**src/rtl/id_scoreboard.sv**
```systemverilog
// ---------------------------------------------------------------------------
// id_scoreboard
//
// Register-hazard tracker for the decode (ID) stage. Each architectural
// register r (1..NREG-1) owns a saturating in-flight-write counter. The
// counter goes up when an instruction that writes r issues from ID to EX and
// goes down when WB commits the write to r. Register 0 is never tracked and
// always reads as "nothing in flight".
//
// The counters drive per-source busy flags, a destination-saturation flag
// and the ds_ready_go term used by the ID allowin logic.
//
// Build option:
//   SCOREBOARD_BYPASS_EN  when defined, a pending source is resolved from the
//                         youngest ES/MS/WS producer instead of stalling
//                         (an ES load still stalls). When undefined, every
//                         es_/ms_/ws_ input is ignored and a pending source is
//                         simply busy. The ports exist in both builds.
//
// Transfer qualifiers: issue_valid and retire_valid are single-cycle event
// strobes, not handshakes. issue_valid must only be high in a cycle where the
// ID->EX transfer really happens (ds_to_es_valid && es_allowin); retire_valid
// must only be high in a cycle where WB writes the register file. Each high
// cycle counts as exactly one event; there is no back-pressure on either.
//
// Ports:
//   clk, reset                    clock, asynchronous active-high reset
//   issue_valid/we/waddr          ID->EX issue event and its destination
//   rs_addr, rt_addr              source registers of the instruction in ID
//   dst_addr, dst_we              destination of the instruction in ID
//   retire_valid/waddr            WB register-file commit event
//   flush                         synchronous clear of all counters
//   {es,ms,ws}_valid/rf_we/waddr/wdata, es_is_load
//                                 producer stages (bypass build only)
//   rs_rf_data, rt_rf_data        register file read data
//   rs_busy, rt_busy              source operand not usable this cycle
//   dst_full                      destination counter is saturated
//   ds_ready_go                   !rs_busy && !rt_busy && !dst_full
//   rs_fwd_data, rt_fwd_data      operand data handed to ID
//   sb_err                        sticky over/underflow error
// ---------------------------------------------------------------------------
module id_scoreboard #(
  parameter int AW    = 5,
  parameter int CNT_W = 2,
  parameter int DW    = 32
) (
  input  logic          clk,
  input  logic          reset,
  // issue side
  input  logic          issue_valid,
  input  logic          issue_we,
  input  logic [AW-1:0] issue_waddr,
  // instruction currently in ID
  input  logic [AW-1:0] rs_addr,
  input  logic [AW-1:0] rt_addr,
  input  logic [AW-1:0] dst_addr,
  input  logic          dst_we,
  // commit side
  input  logic          retire_valid,
  input  logic [AW-1:0] retire_waddr,
  input  logic          flush,
  // producer stages
  input  logic          es_valid,
  input  logic          ms_valid,
  input  logic          ws_valid,
  input  logic          es_rf_we,
  input  logic          ms_rf_we,
  input  logic          ws_rf_we,
  input  logic [AW-1:0] es_waddr,
  input  logic [AW-1:0] ms_waddr,
  input  logic [AW-1:0] ws_waddr,
  input  logic          es_is_load,
  input  logic [DW-1:0] es_wdata,
  input  logic [DW-1:0] ms_wdata,
  input  logic [DW-1:0] ws_wdata,
  // register file read data
  input  logic [DW-1:0] rs_rf_data,
  input  logic [DW-1:0] rt_rf_data,
  // results
  output logic          rs_busy,
  output logic          rt_busy,
  output logic          dst_full,
  output logic          ds_ready_go,
  output logic [DW-1:0] rs_fwd_data,
  output logic [DW-1:0] rt_fwd_data,
  output logic          sb_err
);

  localparam int              NREG    = 1 << AW;
  localparam logic [CNT_W-1:0] CNT_MAX = '1;

  // Operand resolution result for one source.
  typedef struct packed {
    logic          busy;
    logic [DW-1:0] data;
  } src_res_t;

  // -------------------------------------------------------------------------
  // Counter storage. Entry 0 is held at zero by both reset and next-state
  // logic so that a register-0 lookup needs no special case downstream.
  // -------------------------------------------------------------------------
  logic [CNT_W-1:0] cnt_q [NREG];
  logic [CNT_W-1:0] cnt_d [NREG];
  logic             err_q;
  logic             err_d;
  logic             overflow;
  logic             underflow;

  always_comb begin
    cnt_d[0]  = '0;
    overflow  = 1'b0;
    underflow = 1'b0;
    for (int r = 1; r < NREG; r++) begin
      cnt_d[r] = cnt_q[r];
      if (flush) begin
        // Flush wins over any issue/retire landing in the same cycle; the
        // overridden events are discarded and cannot raise an error.
        cnt_d[r] = '0;
      end else begin
        if ((issue_valid && issue_we && (issue_waddr == AW'(r))) &&
            !(retire_valid && (retire_waddr == AW'(r)))) begin
          if (cnt_q[r] == CNT_MAX) begin
            overflow = 1'b1;
          end else begin
            cnt_d[r] = cnt_q[r] + 1'b1;
          end
        end
        if ((retire_valid && (retire_waddr == AW'(r))) &&
            !(issue_valid && issue_we && (issue_waddr == AW'(r)))) begin
          if (cnt_q[r] == '0) begin
            underflow = 1'b1;
          end else begin
            cnt_d[r] = cnt_q[r] - 1'b1;
          end
        end
      end
    end
    // Sticky: once set only reset clears it.
    err_d = err_q | overflow | underflow;
  end

  always_ff @(posedge clk or posedge reset) begin
    if (reset) begin
      for (int r = 0; r < NREG; r++) begin
        cnt_q[r] <= '0;
      end
      err_q <= 1'b0;
    end else begin
      for (int r = 0; r < NREG; r++) begin
        cnt_q[r] <= cnt_d[r];
      end
      err_q <= err_d;
    end
  end

  // -------------------------------------------------------------------------
  // Lookups. cnt_q[0] is constant zero, so address-0 sources are never
  // pending.
  // -------------------------------------------------------------------------
  logic rs_pending;
  logic rt_pending;

  assign rs_pending = (cnt_q[rs_addr] != '0);
  assign rt_pending = (cnt_q[rt_addr] != '0);

  assign dst_full = dst_we && (cnt_q[dst_addr] == CNT_MAX) && (dst_addr != '0);

  src_res_t rs_res;
  src_res_t rt_res;

`ifdef SCOREBOARD_BYPASS_EN
  // Pick the youngest matching producer (ES > MS > WS). A pending source with
  // no matching producer in flight is still waiting for an older write that
  // is past our view, so it stays busy and keeps the RF value.
  function automatic src_res_t resolve(input logic [AW-1:0] addr,
                                       input logic          pending,
                                       input logic [DW-1:0] rf_data);
    src_res_t res;
    res.busy = 1'b0;
    res.data = rf_data;
    if (pending) begin
      if (es_valid && es_rf_we && (es_waddr == addr)) begin
        // Load data is not available until MS; this is the load-use stall.
        res.busy = es_is_load;
        res.data = es_wdata;
      end else if (ms_valid && ms_rf_we && (ms_waddr == addr)) begin
        res.data = ms_wdata;
      end else if (ws_valid && ws_rf_we && (ws_waddr == addr)) begin
        res.data = ws_wdata;
      end else begin
        res.busy = 1'b1;
      end
    end
    return res;
  endfunction

  always_comb begin
    rs_res = resolve(rs_addr, rs_pending, rs_rf_data);
    rt_res = resolve(rt_addr, rt_pending, rt_rf_data);
  end
`else
  always_comb begin
    rs_res.busy = rs_pending;
    rs_res.data = rs_rf_data;
    rt_res.busy = rt_pending;
    rt_res.data = rt_rf_data;
  end

  // Producer-stage inputs have no function in this build.
  logic unused_stage_inputs;
  assign unused_stage_inputs = ^{es_valid, ms_valid, ws_valid,
                                 es_rf_we, ms_rf_we, ws_rf_we,
                                 es_waddr, ms_waddr, ws_waddr,
                                 es_is_load, es_wdata, ms_wdata, ws_wdata};
`endif

  assign rs_busy     = rs_res.busy;
  assign rt_busy     = rt_res.busy;
  assign rs_fwd_data = rs_res.data;
  assign rt_fwd_data = rt_res.data;
  assign ds_ready_go = !rs_busy && !rt_busy && !dst_full;
  assign sb_err      = err_q;

endmodule
```
**config.mk**
```make
export PLATFORM = sky130hd
export DESIGN_NAME = id_scoreboard
export DESIGN_NICKNAME = d
export VERILOG_FILES = /design/src/rtl/id_scoreboard.sv
export SDC_FILE = /design/constraint.sdc
export NUM_CORES = 1
export LEC_CHECK = 0
export CORE_AREA = 3 3 166 87
export DETAILED_ROUTE_END_ITERATION = 12
export DIE_AREA = 0 0 169 90
export GPL_TIMING_DRIVEN = 0
export PLACE_DENSITY = 0.95
export SKIP_LAST_GASP = 1
export SLEW_MARGIN = 20
export SYNTH_ARGS = -nofsm -noshare
export SYNTH_HDL_FRONTEND = slang
export SYNTH_SLANG_ARGS = --single-unit
```
**constraint.sdc**
```tcl
create_clock -name clk -period 5.9 [get_ports clk]
set_input_delay 1.18 -clock clk [delete_from_list [all_inputs] [get_ports clk]]
set_output_delay 1.18 -clock clk [all_outputs]
set_load 0.01 [all_outputs]
```
==> reports/qor.txt, run 1 <==
Final HPWL from detailed placement = 21900 um
Critical path class = in -> out
CP Launch Type = input pin
Most frequent cells in the layout = clkdlybuf4s50_1 (95), nand2_1 (76), o21ai_0 (74)
Die Ht = 90 um
Post-DRT Antenna Nets = 0
Largest fanout on the critical path = 10
Cts hold-fix bufs = 0
Peak VDD IR = 0.110 mV
Post-CTS setup buffers = 0
Via count = 7122
Layout cells sized above 1 = 13.9%
Worst endpoint required time = 4.72 ns
# DRC = 0
Sink Count = 63
Fin worst setup slack = 0.629 ns
Most common cell after layout, fill and taps aside = clkdlybuf4s50_1
Status = complete, no violations
Largest net degree at the start of global routing = 48
Post-synth top area share = 26.3%
Hold Vio Cnt, Final = 0
Crit path launch = dst_addr[2]
Clock root buffer = clkbuf_16
CTS clock-pin slew for the worst setup and hold paths = 0.05 ns
Die footprint = 15200 um^2
Dominant synthesized flop cell = dfrtp_1
Sequential fraction of the synthesis area = 26.3%
Overall routed net length = 27400 um
Min-delay worst type = reg -> reg
Synth Area per Inst = 7.77 um^2
Leak Pwr = 0.00275 uW
I/O pins = 283
Nets = 1094
Routability congestion estimate = 1.02
Finished Cell Area = 7520 um^2
Overflow after GRT = 0
Clock Path Buffers = 2
CTS tree = yes
Slew HR = 24.6%
Clk Latency, worst-skew pair = 0.34 ns
Num CTS Buffers = 9
Fin crit share = 89.3%
Pwr dens = 172 nW/um^2
Cell Area, Synth = 5990 um^2
Pre-CTS setup slack = 0.711 ns
Max Cap Violations = 0
Total core area = 12800 um^2
Tmin final = 5.27 ns
Maximum level of the CTS H-tree = 3
DP Area = 7210 um^2
Vias/cell = 6.75
Max-slew violation count = 0
Hold_sp = cnt_q[16]
Violation count after the first detailed-route iteration = 1426
Yosys reg bits = 63
Initial core utilization = 46.8%
Synth warnings = 0
Post-synth EDFFs = 0
Worst r2r src = cnt_q[4]
RSZ-0062 raised after global routing = no
Number of global-route vias before repair = 6521
Top cells by area, synth = dfrtp_1 (26%), buf_4 (8.1%), a211oi_1 (7.8%), o21ai_0 (6.2%), mux4_2 (5.3%)
Post-CTS sizing = 0
Worst-Margin Slew = 1.12 ns
Diodes inserted = 0
Ys async rst share = 100%
Global Route Usage Sum = 34.9%
Fmax = 190 MHz
WL/cell = 25.9 um
Global-route wire length before repair = 40100 um
Synth Instances = 771
Area delta synth->final = 25.6%
Largest area contributor in the netlist = dfrtp_1
1st-pass router iterations = 6
Net Count, Synth = 985
Row cnt = 29
Worst Skew = 0.00700 ns
Port bufs = 95
Worst Setup End Kind = primary output
Synth unique cells = 60
Die X = 169 um
Initial antenna violation count = 1
Setup Total Neg Slack = 0 ns
# setup viols final = 0
CP arrival = 4.09 ns
[flip-flops by register name, summed over array words and instances, names as in the netlist]
signal and cells:
cnt_q 62, sb_err 1
[worst paths after layout]
kind | slack (ns) | to | cells after the start
max | 0.63 | ds_ready_go | 8
max in group asynchronous | 4.21 | cnt_q[16] | 3
max reg2reg | 3.58 | sb_err | 5
min in group asynchronous | 1.15 | cnt_q[59] | 2
min reg2reg | 0.52 | cnt_q[16] | 1
min | 0.52 | cnt_q[16] | 1
[Yosys cell counts (all sizes together), types with 6 or more instances]
library cell and instances:
a2111oi 13, a211oi 62, a21oi 47, a22oi 8, a311oi 13, a32oi 6
and2 6, buf 81, clkbuf 39, dfrtp 63, inv 33, mux4 14
nand2 76, nand2b 11, nand3 15, nor2 57, nor2b 8, nor3 23
o2111ai 11, o211ai 17, o21ai 74, o311ai 7
[worst max-delay path, cell delays in order]
cell	delay (ns)
clkdlybuf4s50_1	0.54
clkbuf_1	0.57
o21ai_0	0.30
mux4_2	0.53
mux2i_1	0.15
a211oi_1	0.11
nor3_1	0.14
clkdlybuf4s50_1	0.56
[cell families (layout without fill, tap and decap cells)]
| kind of cell | after synthesis | count (layout) | synth area share, % |
|---|---|---|---|
| flip-flops | 63 | 63 | 26.3 |
| buffers and inverters | 153 | 267 | 13.9 |
| multiplexers | 18 | 18 | 5.95 |
| AND/OR/NAND/NOR | 249 | 249 | 21.4 |
| AO/OA/AOI/OAI | 288 | 288 | 32.5 |
[routing by layer]
metal  vias up  routed length [um]  global-route usage, %
li1       3099                   -                      -
met1      3369               11100                   50.5
met2       599               11200                   49.5
met3        53                4510                   12.8
met4         2                 538                   7.70
met5         -                  10                      0
[where the power goes]
part / internal [uW] / total, uW / leakage (uW) / switching (uW)
sequential: 437 / 444 / 0.000877 / 7.65
clock: 333 / 565 / 0.000147 / 232
combinational: 133 / 287 / 0.00173 / 153
total: 903 / 1300 / 0.00275 / 393
[layout make-up]
type / count / area (um^2)
clock buffers: 9 / 225
plain buffers: 120 / 708
clock inverters: 7 / 77.6
multi-input cells: 555 / 3600
inverters: 33 / 126
repair buffers: 98 / 992
fillers: 1146 / 5290
flip-flops and latches: 63 / 1580
well taps: 170 / 213
[metrics by stage]
step           total power, uW  instances  util (%)  hold slack [ns]
4_1_cts                   1290       1055      58.6            0.527
5_1_grt                   1330       1055      58.7            0.553
6_report                  1300       1055      58.7            0.524
2_1_floorplan              595        771         -            0.490
3_5_place_dp               731       1039      56.3            0.518
3_3_place_gp               726       1036      55.8            0.507
(Power assumes the default switching activity.)
==> run 2, diff against run 1 <==
Settings changed: SKIP_LAST_GASP 1 to unset.
==> results of run 2 <==
No change in the layout: final DEF, timing and power equal those of run 1.
